$ cat src/rtl/hazard_ctrl_if.sv
// Pipeline hazard/forwarding/dmem-handshake signal bundle between datapath and hazard_ctrl.
// Ports: ID/EX/MEM/WB register addresses and write enables, dmem req/ack in; holds, flush, bubble,
//        forwarding selects, dmem_valid, mem_err and stall_cnt out. slave = controller, master = datapath.
interface hazard_ctrl_if;
  logic [4:0]  id_rs_addr;
  logic [4:0]  id_rt_addr;
  logic        id_uses_rs;
  logic        id_uses_rt;
  logic [4:0]  ex_rs_addr;
  logic [4:0]  ex_rt_addr;
  logic        ex_memread;
  logic        ex_regwr;
  logic [4:0]  ex_regdst_addr;
  logic        ex_branch_taken;
  logic        mem_regwr;
  logic [4:0]  mem_regdst_addr;
  logic        wr_regwr;
  logic [4:0]  wr_regdst_addr;
  logic        mem_req;
  logic        dmem_ack;
  logic        dmem_valid;
  logic        pa_pc;
  logic        pa_ifid;
  logic        pa_idex;
  logic        pa_idexmemwr;
  logic        flush_ifid;
  logic        bubble_idex;
  logic [1:0]  fwd_a_sel;
  logic [1:0]  fwd_b_sel;
  logic        mem_err;
  logic [31:0] stall_cnt;

  modport slave (
    input  id_rs_addr, id_rt_addr, id_uses_rs, id_uses_rt,
    input  ex_rs_addr, ex_rt_addr, ex_memread, ex_regwr, ex_regdst_addr, ex_branch_taken,
    input  mem_regwr, mem_regdst_addr, wr_regwr, wr_regdst_addr, mem_req, dmem_ack,
    output dmem_valid, pa_pc, pa_ifid, pa_idex, pa_idexmemwr, flush_ifid, bubble_idex,
    output fwd_a_sel, fwd_b_sel, mem_err, stall_cnt
  );

  modport master (
    output id_rs_addr, id_rt_addr, id_uses_rs, id_uses_rt,
    output ex_rs_addr, ex_rt_addr, ex_memread, ex_regwr, ex_regdst_addr, ex_branch_taken,
    output mem_regwr, mem_regdst_addr, wr_regwr, wr_regdst_addr, mem_req, dmem_ack,
    input  dmem_valid, pa_pc, pa_ifid, pa_idex, pa_idexmemwr, flush_ifid, bubble_idex,
    input  fwd_a_sel, fwd_b_sel, mem_err, stall_cnt
  );
endinterface

$ cat src/rtl/hazard_ctrl.sv
// Five-stage MIPS hazard controller: stall/flush/bubble, EX forwarding selects, dmem handshake + watchdog.
// Ports: clk, reset (sync, active-high), hz (hazard_ctrl_if.slave). Control outputs are zero-latency
//        combinational; a pending dmem access holds the whole pipeline until ack, timeout or reset.
module hazard_ctrl #(
  parameter int unsigned TIMEOUT = 255
) (
  input  logic           clk,
  input  logic           reset,
  hazard_ctrl_if.slave   hz
);

  typedef enum logic [1:0] {S_RUN, S_WAIT, S_ERR} state_t;

  state_t      state;
  logic [15:0] wait_cnt;
  logic [31:0] stall_cnt_q;
  logic        mem_err_q;

  logic mem_stall;
  logic load_use;
  logic pa_all;

  assign mem_stall = hz.mem_req & ~hz.dmem_ack & (state != S_ERR);

  assign load_use = hz.ex_memread & hz.ex_regwr & (hz.ex_regdst_addr != 5'd0) &
                    ((hz.id_uses_rs & (hz.id_rs_addr == hz.ex_regdst_addr)) |
                     (hz.id_uses_rt & (hz.id_rt_addr == hz.ex_regdst_addr)));

  // MEM result is younger than WB, so it wins; r0 is hardwired and never forwarded.
  function automatic logic [1:0] fwd_sel(input logic [4:0] src);
    if (hz.mem_regwr && hz.mem_regdst_addr != 5'd0 && hz.mem_regdst_addr == src)
      return 2'b01;
    else if (hz.wr_regwr && hz.wr_regdst_addr != 5'd0 && hz.wr_regdst_addr == src)
      return 2'b10;
    else
      return 2'b00;
  endfunction

  assign pa_all = (state == S_ERR) | mem_stall;

  always_comb begin
    hz.pa_pc        = 1'b0;
    hz.pa_ifid      = 1'b0;
    hz.pa_idex      = 1'b0;
    hz.pa_idexmemwr = 1'b0;
    hz.flush_ifid   = 1'b0;
    hz.bubble_idex  = 1'b0;
    hz.dmem_valid   = 1'b0;
    hz.fwd_a_sel    = 2'b00;
    hz.fwd_b_sel    = 2'b00;
    if (!reset) begin
      if (pa_all) begin
        hz.pa_pc        = 1'b1;
        hz.pa_ifid      = 1'b1;
        hz.pa_idex      = 1'b1;
        hz.pa_idexmemwr = 1'b1;
      end else if (hz.ex_branch_taken) begin
        // Delay slot in ID proceeds; only the wrong-path fetch in IF is squashed.
        hz.flush_ifid = 1'b1;
      end else if (load_use) begin
        hz.pa_pc       = 1'b1;
        hz.pa_ifid     = 1'b1;
        hz.bubble_idex = 1'b1;
      end
      // Strobe stays up through WAIT even if the datapath drops mem_req.
      hz.dmem_valid = (state == S_RUN) ? hz.mem_req : (state == S_WAIT);
      hz.fwd_a_sel  = fwd_sel(hz.ex_rs_addr);
      hz.fwd_b_sel  = fwd_sel(hz.ex_rt_addr);
    end
  end

  always_ff @(posedge clk) begin
    if (reset) begin
      state       <= S_RUN;
      wait_cnt    <= 16'd0;
      stall_cnt_q <= 32'd0;
      mem_err_q   <= 1'b0;
    end else begin
      if (hz.pa_pc && stall_cnt_q != 32'hFFFF_FFFF)
        stall_cnt_q <= stall_cnt_q + 32'd1;
      case (state)
        S_RUN: begin
          if (mem_stall) begin
            state    <= S_WAIT;
            wait_cnt <= 16'd1;
          end
        end
        S_WAIT: begin
          // Ack is checked first so a late ack on the final tolerated cycle still completes.
          if (hz.dmem_ack) begin
            state    <= S_RUN;
            wait_cnt <= 16'd0;
          end else if (wait_cnt == 16'(TIMEOUT)) begin
            state     <= S_ERR;
            mem_err_q <= 1'b1;
          end else begin
            wait_cnt <= wait_cnt + 16'd1;
          end
        end
        S_ERR: begin
          state <= S_ERR;
        end
        default: begin
          state <= S_RUN;
        end
      endcase
    end
  end

  assign hz.mem_err   = mem_err_q;
  assign hz.stall_cnt = stall_cnt_q;

endmodule

$ cat src/flat_wrapper.sv
// flat-port wrapper written by rule: the top's interface ports become plain ports
module hazard_ctrl_flat 
#(
  parameter int unsigned TIMEOUT = 255
)
  (clk, reset, hz_id_rs_addr, hz_id_rt_addr, hz_id_uses_rs, hz_id_uses_rt, hz_ex_rs_addr, hz_ex_rt_addr, hz_ex_memread, hz_ex_regwr, hz_ex_regdst_addr, hz_ex_branch_taken, hz_mem_regwr, hz_mem_regdst_addr, hz_wr_regwr, hz_wr_regdst_addr, hz_mem_req, hz_dmem_ack, hz_dmem_valid, hz_pa_pc, hz_pa_ifid, hz_pa_idex, hz_pa_idexmemwr, hz_flush_ifid, hz_bubble_idex, hz_fwd_a_sel, hz_fwd_b_sel, hz_mem_err, hz_stall_cnt);
  hazard_ctrl_if hz_i ();
  input  logic clk;
  input  logic reset;
  input wire logic [$bits(hz_i.id_rs_addr)-1:0] hz_id_rs_addr;
  input wire logic [$bits(hz_i.id_rt_addr)-1:0] hz_id_rt_addr;
  input wire logic [$bits(hz_i.id_uses_rs)-1:0] hz_id_uses_rs;
  input wire logic [$bits(hz_i.id_uses_rt)-1:0] hz_id_uses_rt;
  input wire logic [$bits(hz_i.ex_rs_addr)-1:0] hz_ex_rs_addr;
  input wire logic [$bits(hz_i.ex_rt_addr)-1:0] hz_ex_rt_addr;
  input wire logic [$bits(hz_i.ex_memread)-1:0] hz_ex_memread;
  input wire logic [$bits(hz_i.ex_regwr)-1:0] hz_ex_regwr;
  input wire logic [$bits(hz_i.ex_regdst_addr)-1:0] hz_ex_regdst_addr;
  input wire logic [$bits(hz_i.ex_branch_taken)-1:0] hz_ex_branch_taken;
  input wire logic [$bits(hz_i.mem_regwr)-1:0] hz_mem_regwr;
  input wire logic [$bits(hz_i.mem_regdst_addr)-1:0] hz_mem_regdst_addr;
  input wire logic [$bits(hz_i.wr_regwr)-1:0] hz_wr_regwr;
  input wire logic [$bits(hz_i.wr_regdst_addr)-1:0] hz_wr_regdst_addr;
  input wire logic [$bits(hz_i.mem_req)-1:0] hz_mem_req;
  input wire logic [$bits(hz_i.dmem_ack)-1:0] hz_dmem_ack;
  output wire logic [$bits(hz_i.dmem_valid)-1:0] hz_dmem_valid;
  output wire logic [$bits(hz_i.pa_pc)-1:0] hz_pa_pc;
  output wire logic [$bits(hz_i.pa_ifid)-1:0] hz_pa_ifid;
  output wire logic [$bits(hz_i.pa_idex)-1:0] hz_pa_idex;
  output wire logic [$bits(hz_i.pa_idexmemwr)-1:0] hz_pa_idexmemwr;
  output wire logic [$bits(hz_i.flush_ifid)-1:0] hz_flush_ifid;
  output wire logic [$bits(hz_i.bubble_idex)-1:0] hz_bubble_idex;
  output wire logic [$bits(hz_i.fwd_a_sel)-1:0] hz_fwd_a_sel;
  output wire logic [$bits(hz_i.fwd_b_sel)-1:0] hz_fwd_b_sel;
  output wire logic [$bits(hz_i.mem_err)-1:0] hz_mem_err;
  output wire logic [$bits(hz_i.stall_cnt)-1:0] hz_stall_cnt;
  assign hz_i.id_rs_addr = hz_id_rs_addr;
  assign hz_i.id_rt_addr = hz_id_rt_addr;
  assign hz_i.id_uses_rs = hz_id_uses_rs;
  assign hz_i.id_uses_rt = hz_id_uses_rt;
  assign hz_i.ex_rs_addr = hz_ex_rs_addr;
  assign hz_i.ex_rt_addr = hz_ex_rt_addr;
  assign hz_i.ex_memread = hz_ex_memread;
  assign hz_i.ex_regwr = hz_ex_regwr;
  assign hz_i.ex_regdst_addr = hz_ex_regdst_addr;
  assign hz_i.ex_branch_taken = hz_ex_branch_taken;
  assign hz_i.mem_regwr = hz_mem_regwr;
  assign hz_i.mem_regdst_addr = hz_mem_regdst_addr;
  assign hz_i.wr_regwr = hz_wr_regwr;
  assign hz_i.wr_regdst_addr = hz_wr_regdst_addr;
  assign hz_i.mem_req = hz_mem_req;
  assign hz_i.dmem_ack = hz_dmem_ack;
  assign hz_dmem_valid = hz_i.dmem_valid;
  assign hz_pa_pc = hz_i.pa_pc;
  assign hz_pa_ifid = hz_i.pa_ifid;
  assign hz_pa_idex = hz_i.pa_idex;
  assign hz_pa_idexmemwr = hz_i.pa_idexmemwr;
  assign hz_flush_ifid = hz_i.flush_ifid;
  assign hz_bubble_idex = hz_i.bubble_idex;
  assign hz_fwd_a_sel = hz_i.fwd_a_sel;
  assign hz_fwd_b_sel = hz_i.fwd_b_sel;
  assign hz_mem_err = hz_i.mem_err;
  assign hz_stall_cnt = hz_i.stall_cnt;
  hazard_ctrl #(.TIMEOUT(TIMEOUT)) u_core (.clk(clk), .reset(reset), .hz(hz_i));
endmodule
$ cat config.mk
export PLATFORM = sky130hd
export DESIGN_NAME = hazard_ctrl_flat
export DESIGN_NICKNAME = d
export VERILOG_FILES = /design/src/rtl/hazard_ctrl_if.sv /design/src/rtl/hazard_ctrl.sv /design/src/flat_wrapper.sv
export SDC_FILE = /design/constraint.sdc
export NUM_CORES = 1
export LEC_CHECK = 0
export CAP_MARGIN = 20
export CORE_AREA = 2 2 91 93
export DETAILED_ROUTE_END_ITERATION = 8
export DIE_AREA = 0 0 93 95
export PLACE_DENSITY = 0.75
export SYNTH_ARGS = -nofsm -noshare
export SYNTH_HDL_FRONTEND = slang
export SYNTH_SLANG_ARGS = --single-unit
$ cat constraint.sdc
create_clock -name clk -period 1.9 [get_ports clk]
set_input_delay 0.19 -clock clk [delete_from_list [all_inputs] [get_ports clk]]
set_output_delay 0.19 -clock clk [all_outputs]
set_load 0.02 [all_outputs]
==> impl_metrics.toml <==
[floorplan]
pin_count = 90
die_x_um = 93
initial_core_util_pct = 42.4
die_h_um = 95
die_area_um2 = 8840
rows = 33
coreArea_um2 = 7930

[yosys]
synth_area_leaders = "dfxtp_1, xnor2_1, or4_1"
synth_seq_area_share_pct = 30.4
yosysUniqueCellTypes = 52
yosysTopAreaCellShare_pct = 30.4
async_reset_ff_share_pct = 0
syn_nets = 462
netlist_area_um2 = 3360
ys_seq_elements = 51
synth_edf_count = 0
synth_largest_area_cell = "dfxtp_1"
ys.flop_type = "dfxtp_1"
synth.most_common_cell = "dfxtp_1"
synth_commonest_cells = "dfxtp_1, nor2_1, nand3_1, a21oi_1, nand2_1"
synth.avg_cell_area_um2 = 8.12
syn_inst = 414
yosysWarnings = 0

[power_and_ir_drop]
switching_share_pct = 28.8
leakage_nw = 2.32
p_comb_share_pct = 23.4
p_sw_w = 0.000642
pwr-share-clk_pct = 28.9
internal_power_w = 0.00158
p_per_area_nw_per_um2 = 385
ir_worst_vdd_v = 0.000281
seqPwrFrac_pct = 47.7

[worst_hold_path]
min_to = "u_core.state[1]$_SDFFE_PP0P_"
min_delay_path_depth = 3
min_from = "reset"
hold_path_class = "input pin to flip-flop"

[worst_setup_path]
worstRegToRegCells = 7
arrival_ns = 2.29
crit_chain = "ha_4 > nand3_4 > or4_4 > o32ai_4 > buf_6 > nor4_2 > mux2_1"
timing.rr.end = "u_core.hz.stall_cnt[11]$_SDFFE_PP0P_"
cpLargestDelayFamily = "simple AND/OR/NAND/NOR gates"
cp-end-kind = "flip-flop"
cp.required_ns = 2.10
path_max_fanout = 8
slowest_stage = "or4_4"
crit_buf_inv = 1
timing.rr.start = "u_core.hz.stall_cnt[0]$_SDFFE_PP0P_"
slowest_delay_ns = 0.46
ff2ff_setup_slack_ns = -0.19
crit_type = "flip-flop to flip-flop"
worstSetupStartpointType = "flip-flop"

[sta]
setup_tns_ns = -4.11
tightest_slew_ns = 0.425
period_share_pct = 110
slew_violations = 0
setup_violations = 32
fin_hold_ws_ns = 0.230
worst_slack_ns = -0.189
skew_ns = 0.00898
max_slew_margin_pct = 71.7
max_freq_mhz = 479
rsz0062_at_grt = "yes"
finalHoldViolations = 0
fin_crit_ns = 2.09

[cts]
clk_latency_ns = 0.31
cts_made_buffers = 5
cts_buffer_depth = 2
cts_tree = "done"
path_clk_slew_ns = 0.09
cts_max_level = 2
clock_sinks = 51
root_buffer = "clkbuf_8"

[global_route]
grt_pass1_vias = 4116
grt_usage_pct = 25.4
grt_pass1_wl_um = 18300
grt_overflow = 0
antenna_found_initial = 0
grt_max_degree = 40

[finish]
antenna_cells = 0
drive_gt1_share_pct = 36.1
fin_area_um2 = 5790
final_nets = 659
synthToLayoutAreaGrowth_pct = 72.1
final_util_pct = 73.0

[run_status]
outcome = "finished with violations"
violations = "negative setup slack"

[detailed_routing]
ant_nets = 0
drt-total-wl_um = 12000
first_iter_violations = 225
wl_per_cell_um = 16.7
avgViaCountPerCell = 5.74
first_pass_iters = 4
drc = 0
vias = 4112

[job]
maxCapViolCount = 0

[placement]
routabilityCongestion = 0.833
hpwl_um = 7850
placedInstanceArea_um2 = 5130
portBuffers = 89
pre_cts_slack_ns = -0.729
[cell type report]
type                            instances  area (um^2)
Tap cell                              105          131
Inverter                                9         33.8
Sequential cell                        51         1060
Clock buffer                            6         72.6
Timing Repair Buffer                  214         1900
Clock inverter                          2         11.3
Fill cell                             572         2140
Multi-Input combinational cell        330         2570
[how the worst max path moves through the flow]
stage                     slack [ns]                                    to  cells past startpoint                                 from
final                          -0.19  u_core.hz.stall_cnt[11]$_SDFFE_PP0P_                      7  u_core.hz.stall_cnt[0]$_SDFFE_PP0P_
after global routing           -0.23  u_core.hz.stall_cnt[25]$_SDFFE_PP0P_                      7  u_core.hz.stall_cnt[0]$_SDFFE_PP0P_
after CTS                      -0.17  u_core.hz.stall_cnt[11]$_SDFFE_PP0P_                      6  u_core.hz.stall_cnt[6]$_SDFFE_PP0P_
after detailed placement       -0.73                       hz_fwd_a_sel[1]                      6                hz_mem_regdst_addr[3]
after global placement         -0.66                       hz_fwd_b_sel[1]                      7                hz_mem_regdst_addr[3]
after floorplan                -0.14  u_core.hz.stall_cnt[25]$_SDFFE_PP0P_                      6  u_core.hz.stall_cnt[5]$_SDFFE_PP0P_
[stage by stage]
stage                     cells  total power (W)
after floorplan             414          0.00128
after global placement      689          0.00152
after detailed placement    689          0.00153
after CTS                   711          0.00221
after global routing        717          0.00231
final                       717          0.00223
[placed cells by master (no fill, tap or decap), types with 4 or more instances in the layout]
cell type        Yosys  routed
mux2_1              13       9
nand2_1             25      24
xor2_1              12      12
o211ai_1             4       4
buf_4                2     114
clkdlybuf4s15_1      0       4
nor4_2               2       8
nand4_1             16      16
a21oi_2              0       6
dfxtp_4              0      10
or4_1               21      15
nor2_1              35      34
or2_2                4       4
clkbuf_8             0       5
and3_1               9       9
dlymetal6s2s_1       0       7
o21ai_0              7       6
dfxtp_1             51      36
o31ai_1             18      16
or4_4                1       7
a21oi_1             25      19
nor3_1              11      10
dfxtp_2              0       5
nor2b_1             14      14
inv_1                8       8
nand3_1             26      21
clkdlybuf4s50_1      0      55
dlygate4sd2_1        0      15
xnor2_1             22      22
nand3_2              0       4
buf_6                4      12
mux2i_1              4       4
nor4_4               0       9
nor4_1              21       6
mux2_4               0       6
[power by group through the flow]
| stage | Combinational [W] | Clock (W) | Sequential [W] |
|---|---|---|---|
| final | 0.000521 | 0.000644 | 0.00106 |
| after global routing | 0.000555 | 0.000693 | 0.00106 |
| after floorplan | 0.000188 | 0 | 0.00109 |
| after detailed placement | 0.000444 | 0 | 0.00109 |
| after global placement | 0.000431 | 0 | 0.00108 |
| after CTS | 0.000494 | 0.000655 | 0.00106 |
[sequential cells by signal (all words and copies together), names as in the netlist]
signal / count
u_core.wait_cnt: 16
u_core.hz.stall_cnt: 32
u_core.state: 2
u_core.hz.mem_err: 1
[repair_timing]
| item | 4_1_cts | 5_1_grt |
|---|---|---|
| setup endpoints to repair | 44 | 51 |
| pin swaps | 24 | 31 |
| hold buffers | 0 | 0 |
| buffers inserted | 12 | 5 |
| cloned | 2 | 1 |
| resized for setup | 103 | 48 |
[worst register-to-register path: stages (launching register included)]
cell and delay, ns:
dfxtp_4 0.37, ha_4 0.15, nand3_4 0.08, or4_4 0.46
o32ai_4 0.32, buf_6 0.22, nor4_2 0.07, mux2_1 0.31
[kinds of logic after synthesis]
| family | synth area share (%) |
|---|---|
| AOI/OAI and AO/OA | 15.0 |
| xor gates and xnor gates | 8.85 |
| adders and majority gates | 0.744 |
| buffers and inverters | 5.06 |
| DFF | 30.4 |
| muxes | 6.21 |
| and+or+nand+nor | 33.8 |
[per-layer routing]
| layer | up-vias | track usage (%) | share of wire (%) | wire length, um |
|---|---|---|---|---|
| met3 | 25 | 3.03 | 4.3 | 511 |
| li1 | 1953 | - | - | - |
| met2 | 158 | 50.0 | 55 | 6540 |
| met5 | - | 0 | 0 | 0 |
| met4 | 0 | 7.60 | 2.0 | 243 |
| met1 | 1976 | 28.2 | 39 | 4670 |
Power figures use the tool's default switching activity.
